===== config.mk =====
export PLATFORM = sky130hd
export DESIGN_NAME = cmvn_denorm
export DESIGN_NICKNAME = d
export VERILOG_FILES = /design/src/rtl/cmvn_denorm.sv
export SDC_FILE = /design/constraint.sdc
export NUM_CORES = 2
export LEC_CHECK = 0
export CAP_MARGIN = 25
export CORE_ASPECT_RATIO = 1.1
export CORE_MARGIN = 3
export CORE_UTILIZATION = 50
export DETAILED_ROUTE_END_ITERATION = 16
export GPL_ROUTABILITY_DRIVEN = 1
export PLACE_DENSITY = 0.66
export SYNTH_ARGS = -nofsm -noshare
export SYNTH_HDL_FRONTEND = slang
export SYNTH_SLANG_ARGS = --single-unit
export TNS_END_PERCENT = 50

===== constraint.sdc =====
create_clock -name clk -period 36.2 [get_ports clk]
set_input_delay 7.24 -clock clk [delete_from_list [all_inputs] [get_ports clk]]
set_output_delay 7.24 -clock clk [all_outputs]
set_load 0.1 [all_outputs]

===== src/rtl/cmvn_denorm.sv =====
// rtl/cmvn_denorm.sv - inverse CMVN stage: out = sat32(((in * std) >>> FRAC) + mean), 2-stage stream
//
// Ports:
//   clk, rst_n            clock, synchronous active-low reset
//   cfg_we/sel/addr/data  table write port (sel 0 = mean, 1 = std), out-of-range addresses ignored
//   in_valid/ready/data/addr   normalized Q1.7.24 sample stream with bin index
//   out_valid/ready/data/addr  de-normalized Q1.7.24 sample stream with bin index
//   frame_done            one-cycle pulse after every NUM_BINS-th output transfer
//   err_addr              sticky: a sample with address >= NUM_BINS was accepted
module cmvn_denorm #(
  parameter int NUM_BINS = 20,
  parameter int FRAC     = 24
) (
  input  logic        clk,
  input  logic        rst_n,
  input  logic        cfg_we,
  input  logic        cfg_sel,
  input  logic [4:0]  cfg_addr,
  input  logic [31:0] cfg_data,
  input  logic        in_valid,
  output logic        in_ready,
  input  logic [31:0] in_data,
  input  logic [4:0]  in_addr,
  output logic        out_valid,
  input  logic        out_ready,
  output logic [31:0] out_data,
  output logic [4:0]  out_addr,
  output logic        frame_done,
  output logic        err_addr
);

  localparam logic [4:0]         LAST_BIN = 5'(NUM_BINS - 1);
  localparam logic signed [63:0] SAT_MAX  = 64'sh0000_0000_7FFF_FFFF;
  localparam logic signed [63:0] SAT_MIN  = 64'shFFFF_FFFF_8000_0000;

  // Tables are deliberately outside the reset domain: firmware loads them once.
  logic signed [31:0] mean_q [NUM_BINS];
  logic signed [31:0] std_q  [NUM_BINS];

  logic               s1_valid_q;
  logic signed [63:0] s1_prod_q;
  logic signed [31:0] s1_mean_q;
  logic [4:0]         s1_addr_q;

  logic               out_valid_q;
  logic [31:0]        out_data_q;
  logic [4:0]         out_addr_q;
  logic [4:0]         cnt_q, cnt_d;
  logic               frame_done_q, frame_done_d;
  logic               err_addr_q;

  logic               in_addr_ok, cfg_hit;
  logic               out_free, in_fire, s2_load, out_fire;
  logic signed [31:0] std_rd, mean_rd;
  logic signed [63:0] in_ext, std_ext, prod_d;
  logic signed [63:0] prod_sh, mean_ext, sum_d;
  logic [31:0]        out_data_d;

  assign cfg_hit    = cfg_we && (cfg_addr <= LAST_BIN);
  assign in_addr_ok = (in_addr <= LAST_BIN);

  assign out_free = !out_valid_q || out_ready;
  assign in_ready = !s1_valid_q || out_free;
  assign in_fire  = in_valid && in_ready;
  assign s2_load  = s1_valid_q && out_free;
  assign out_fire = out_valid_q && out_ready;

  // Writes land at the edge; the stage-1 read below sees the pre-write value.
  always_ff @(posedge clk) begin
    if (cfg_hit) begin
      if (cfg_sel) std_q[cfg_addr]  <= cfg_data;
      else         mean_q[cfg_addr] <= cfg_data;
    end
  end

  // Stage 1: table read and full-width signed product.
  always_comb begin
    std_rd  = '0;
    mean_rd = '0;
    if (in_addr_ok) begin
      std_rd  = std_q[in_addr];
      mean_rd = mean_q[in_addr];
    end
    in_ext  = {{32{in_data[31]}}, in_data};
    std_ext = {{32{std_rd[31]}}, std_rd};
    prod_d  = in_ext * std_ext;
  end

  // Stage 2: rescale, add mean, clamp. Shift is done in its own signed
  // variable so it stays arithmetic regardless of the surrounding expression.
  always_comb begin
    prod_sh  = s1_prod_q >>> FRAC;
    mean_ext = {{32{s1_mean_q[31]}}, s1_mean_q};
    sum_d    = prod_sh + mean_ext;
    if (sum_d > SAT_MAX)      out_data_d = 32'h7FFF_FFFF;
    else if (sum_d < SAT_MIN) out_data_d = 32'h8000_0000;
    else                      out_data_d = sum_d[31:0];
  end

  // Frame tracking counts output transfers, not bin indices.
  always_comb begin
    cnt_d        = cnt_q;
    frame_done_d = 1'b0;
    if (out_fire) begin
      if (cnt_q == LAST_BIN) begin
        cnt_d        = '0;
        frame_done_d = 1'b1;
      end else begin
        cnt_d = cnt_q + 5'd1;
      end
    end
  end

  always_ff @(posedge clk) begin
    if (!rst_n) begin
      s1_valid_q   <= 1'b0;
      s1_prod_q    <= '0;
      s1_mean_q    <= '0;
      s1_addr_q    <= '0;
      out_valid_q  <= 1'b0;
      out_data_q   <= '0;
      out_addr_q   <= '0;
      cnt_q        <= '0;
      frame_done_q <= 1'b0;
      err_addr_q   <= 1'b0;
    end else begin
      if (in_fire) begin
        s1_valid_q <= 1'b1;
        s1_prod_q  <= prod_d;
        s1_mean_q  <= mean_rd;
        s1_addr_q  <= in_addr;
      end else if (s2_load) begin
        s1_valid_q <= 1'b0;
      end

      // A load while the old output is being taken keeps full throughput.
      if (s2_load) begin
        out_valid_q <= 1'b1;
        out_data_q  <= out_data_d;
        out_addr_q  <= s1_addr_q;
      end else if (out_fire) begin
        out_valid_q <= 1'b0;
      end

      cnt_q        <= cnt_d;
      frame_done_q <= frame_done_d;
      if (in_fire && !in_addr_ok) err_addr_q <= 1'b1;
    end
  end

  assign out_valid  = out_valid_q;
  assign out_data   = out_data_q;
  assign out_addr   = out_addr_q;
  assign frame_done = frame_done_q;
  assign err_addr   = err_addr_q;

endmodule


==> results_dict.tcl <==
set metrics [dict create \
    status "completed" \
    crit_path_max_fanout 55 \
    finalMaxSlewViolations 0 \
    dp_hpwl_um 152000 \
    finalCritPeriodShare 0.504 \
    grt_max_degree 93 \
    io_pins 121 \
    cts_tree "done" \
    drt-wirelength-per-cell_um 25.2 \
    ant_nets 0 \
    tightestPinTransition_ns 1.01 \
    insertion_delay_ns 0.75 \
    synth_edf_count 1280 \
    coreArea_um2 180000 \
    worstPathArrival_ns 18.89 \
    max_freq_mhz 54.8 \
    post-route-min-period_ns 18.26 \
    track_usage 0.255 \
    fillers 14600 \
    cts_setup_buffers 0 \
    post-synth-top-area-cell "edfxtp_1" \
    relSlewSlack 0.312 \
    final_nets 8065 \
    hold_class "reg -> reg" \
    rsz0062_at_grt "false" \
    fin_tns_setup_ns 0 \
    critPathSlowestCell "fa_1" \
    cp-startpoint "in_addr[0]" \
    syn_nets 8026 \
    cts_resized 0 \
    initial_core_util 0.506 \
    port_buffers 120 \
    critPathRequiredTime_ns 36.84 \
    hold_path.startpoint "s1_addr_q[2]" \
    hold_violations 0 \
    cts-root-buf "clkbuf_16" \
    syn_to_final_growth_pct 9.19 \
    clk_pin_slew_ns 0.06 \
    first_global_vias 57800 \
    dr.pass1.iters 8 \
    drc 0 \
    drt_iter0_drc 5263 \
    max-cap-violations 0 \
    antenna_found_initial 9 \
    synth_area_leaders "edfxtp_1 42%, fa_1 24%, mux4_2 9.4%" \
    fp.dieW_um 413 \
    clockBufferDepth 3 \
    end_kind "flip-flop" \
    dieHeight_um 454 \
    synth_commonest_cells "1,280 x edfxtp_1, 1,082 x fa_1, 1,012 x inv_1, 578 x nand2_1, 381 x mux4_2" \
    synthFlopType "edfxtp_1" \
    start_kind "primary input" \
    async_flop_share 0 \
    drive_above_1_share 0.122 \
    synth.most_common_cell "edfxtp_1" \
    synth_top_area_frac 0.421 \
    crit_buf_inv 9 \
    die_area_um2 188000 \
    routed_wl_um 231000 \
    core.rowCount 163 \
    ys_seq_elements 1403 \
    grt_first_pass_wirelength_um 357000 \
    gp_congestion 1.00 \
    syn_inst 6643 \
    grt.overflow.total 0 \
    vias 53400 \
    synth_cell_types 87 \
    cts.sinks 1403 \
    crit_path_max_incr_delay_ns 0.89 \
    syn-cell-area_um2 91200 \
    cts_hold_buffers 0 \
    crit_type "in -> reg" \
    htreeDepth 4 \
    yosys_warnings 0 \
    cts_buffers 131 \
    setup-violations-final 0 \
    cpMostUsedCell "fa_1" \
    synth_area_per_cell_um2 13.7 \
    path_delay_family "adder cells" \
    finClkSkew_ns 0.0303 \
    r2r-start "std_q[13][2]" \
    viasPerCell 5.83 \
    ys_seq_area_frac 0.448 \
]
-- per-stage QoR --
stage | util | instances | cell area [µm²] | setup WS (ns) | hold slack, ns
5_1_grt | 0.552 | 9170 | 99600 | 17.34 | 0.472
2_1_floorplan | - | 6643 | 91200 | 18.73 | 0.432
6_report | 0.552 | 9172 | 99600 | 17.94 | 0.459
3_5_place_dp | 0.529 | 8941 | 95400 | 17.08 | 0.452
3_3_place_gp | 0.529 | 8941 | 95400 | 17.19 | 0.446
4_1_cts | 0.552 | 9170 | 99600 | 17.93 | 0.461
-- layout make-up --
class                      count  area (µm²)  area share
sequential                  1403       40900       0.411
clock buffer                 166        3520      0.0353
timing repair buffer         269        2270      0.0228
tap                         2392        2990      0.0301
multi-input combinational   3864       45500       0.457
inverter                    1013        3800      0.0382
clock inverter                63         641     0.00643
antenna                        2        5.00   0.0000503
-- path summary, 6_finish.rpt --
kind,end,slack (ns),cells past startpoint
worst min-delay path,s1_addr_q[2],0.46,2
worst max register to register,s1_prod_q[63],25.98,29
worst min register to register,s1_addr_q[2],0.46,2
worst max-delay path,s1_prod_q[63],17.94,32
-- routing by layer --
metal,vias up,routed length (µm),global-route usage
met4,4,5400,0.0582
met5,-,21,0
li1,22500,-,-
met2,2085,115000,0.431
met3,343,17200,0.0366
met1,28500,93600,0.353
-- sequential cells by signal, summed over array words and instances, names as in the netlist --
register and count:
s1_mean_q 32, std_q 640, err_addr 1, mean_q 640
out_data 32, out_valid 1, out_addr 5, s1_valid_q 1
frame_done 1, s1_addr_q 5, s1_prod_q 40, cnt_q 5
-- placed cells by master (no fill, tap or decap), types with 14 or more instances in the layout --
cell type / instances
nor2_1: 134
clkdlybuf4s50_1: 101
nor2b_1: 328
nand3_1: 40
mux4_2: 381
inv_1: 1011
edfxtp_1: 1280
and3_1: 18
nand2_1: 577
nor2_4: 41
xnor2_1: 51
ha_1: 221
and2_1: 210
fa_1: 1082
nand4_1: 25
o21ai_0: 111
a21oi_1: 181
xor2_1: 28
buf_4: 149
clkbuf_1: 30
clkbuf_16: 136
nand2b_1: 79
a221oi_1: 38
dfxtp_1: 123
clkinv_2: 14
nor3_1: 54
a21o_1: 39
o21bai_1: 16
buf_2: 15
clkinv_1: 20
a22o_1: 17
-- cell families after synthesis --
| kind of cell | share of synthesized area |
|---|---|
| adders and majority gates | 0.268 |
| buffers and inverters | 0.0574 |
| DFF | 0.448 |
| and+or+nand+nor | 0.0861 |
| AOI/OAI and AO/OA | 0.0380 |
| xor gates and xnor gates | 0.00759 |
| muxes | 0.0947 |
-- tightest hold or removal path, cell delays in order (launching register included) --
cell and delay [ns]:
dfxtp_1 0.31, nand2_1 0.05, a21oi_1 0.05
Power is not shown: default switching activity piles up to over one toggle a cycle in this logic, so the estimate is an artifact.
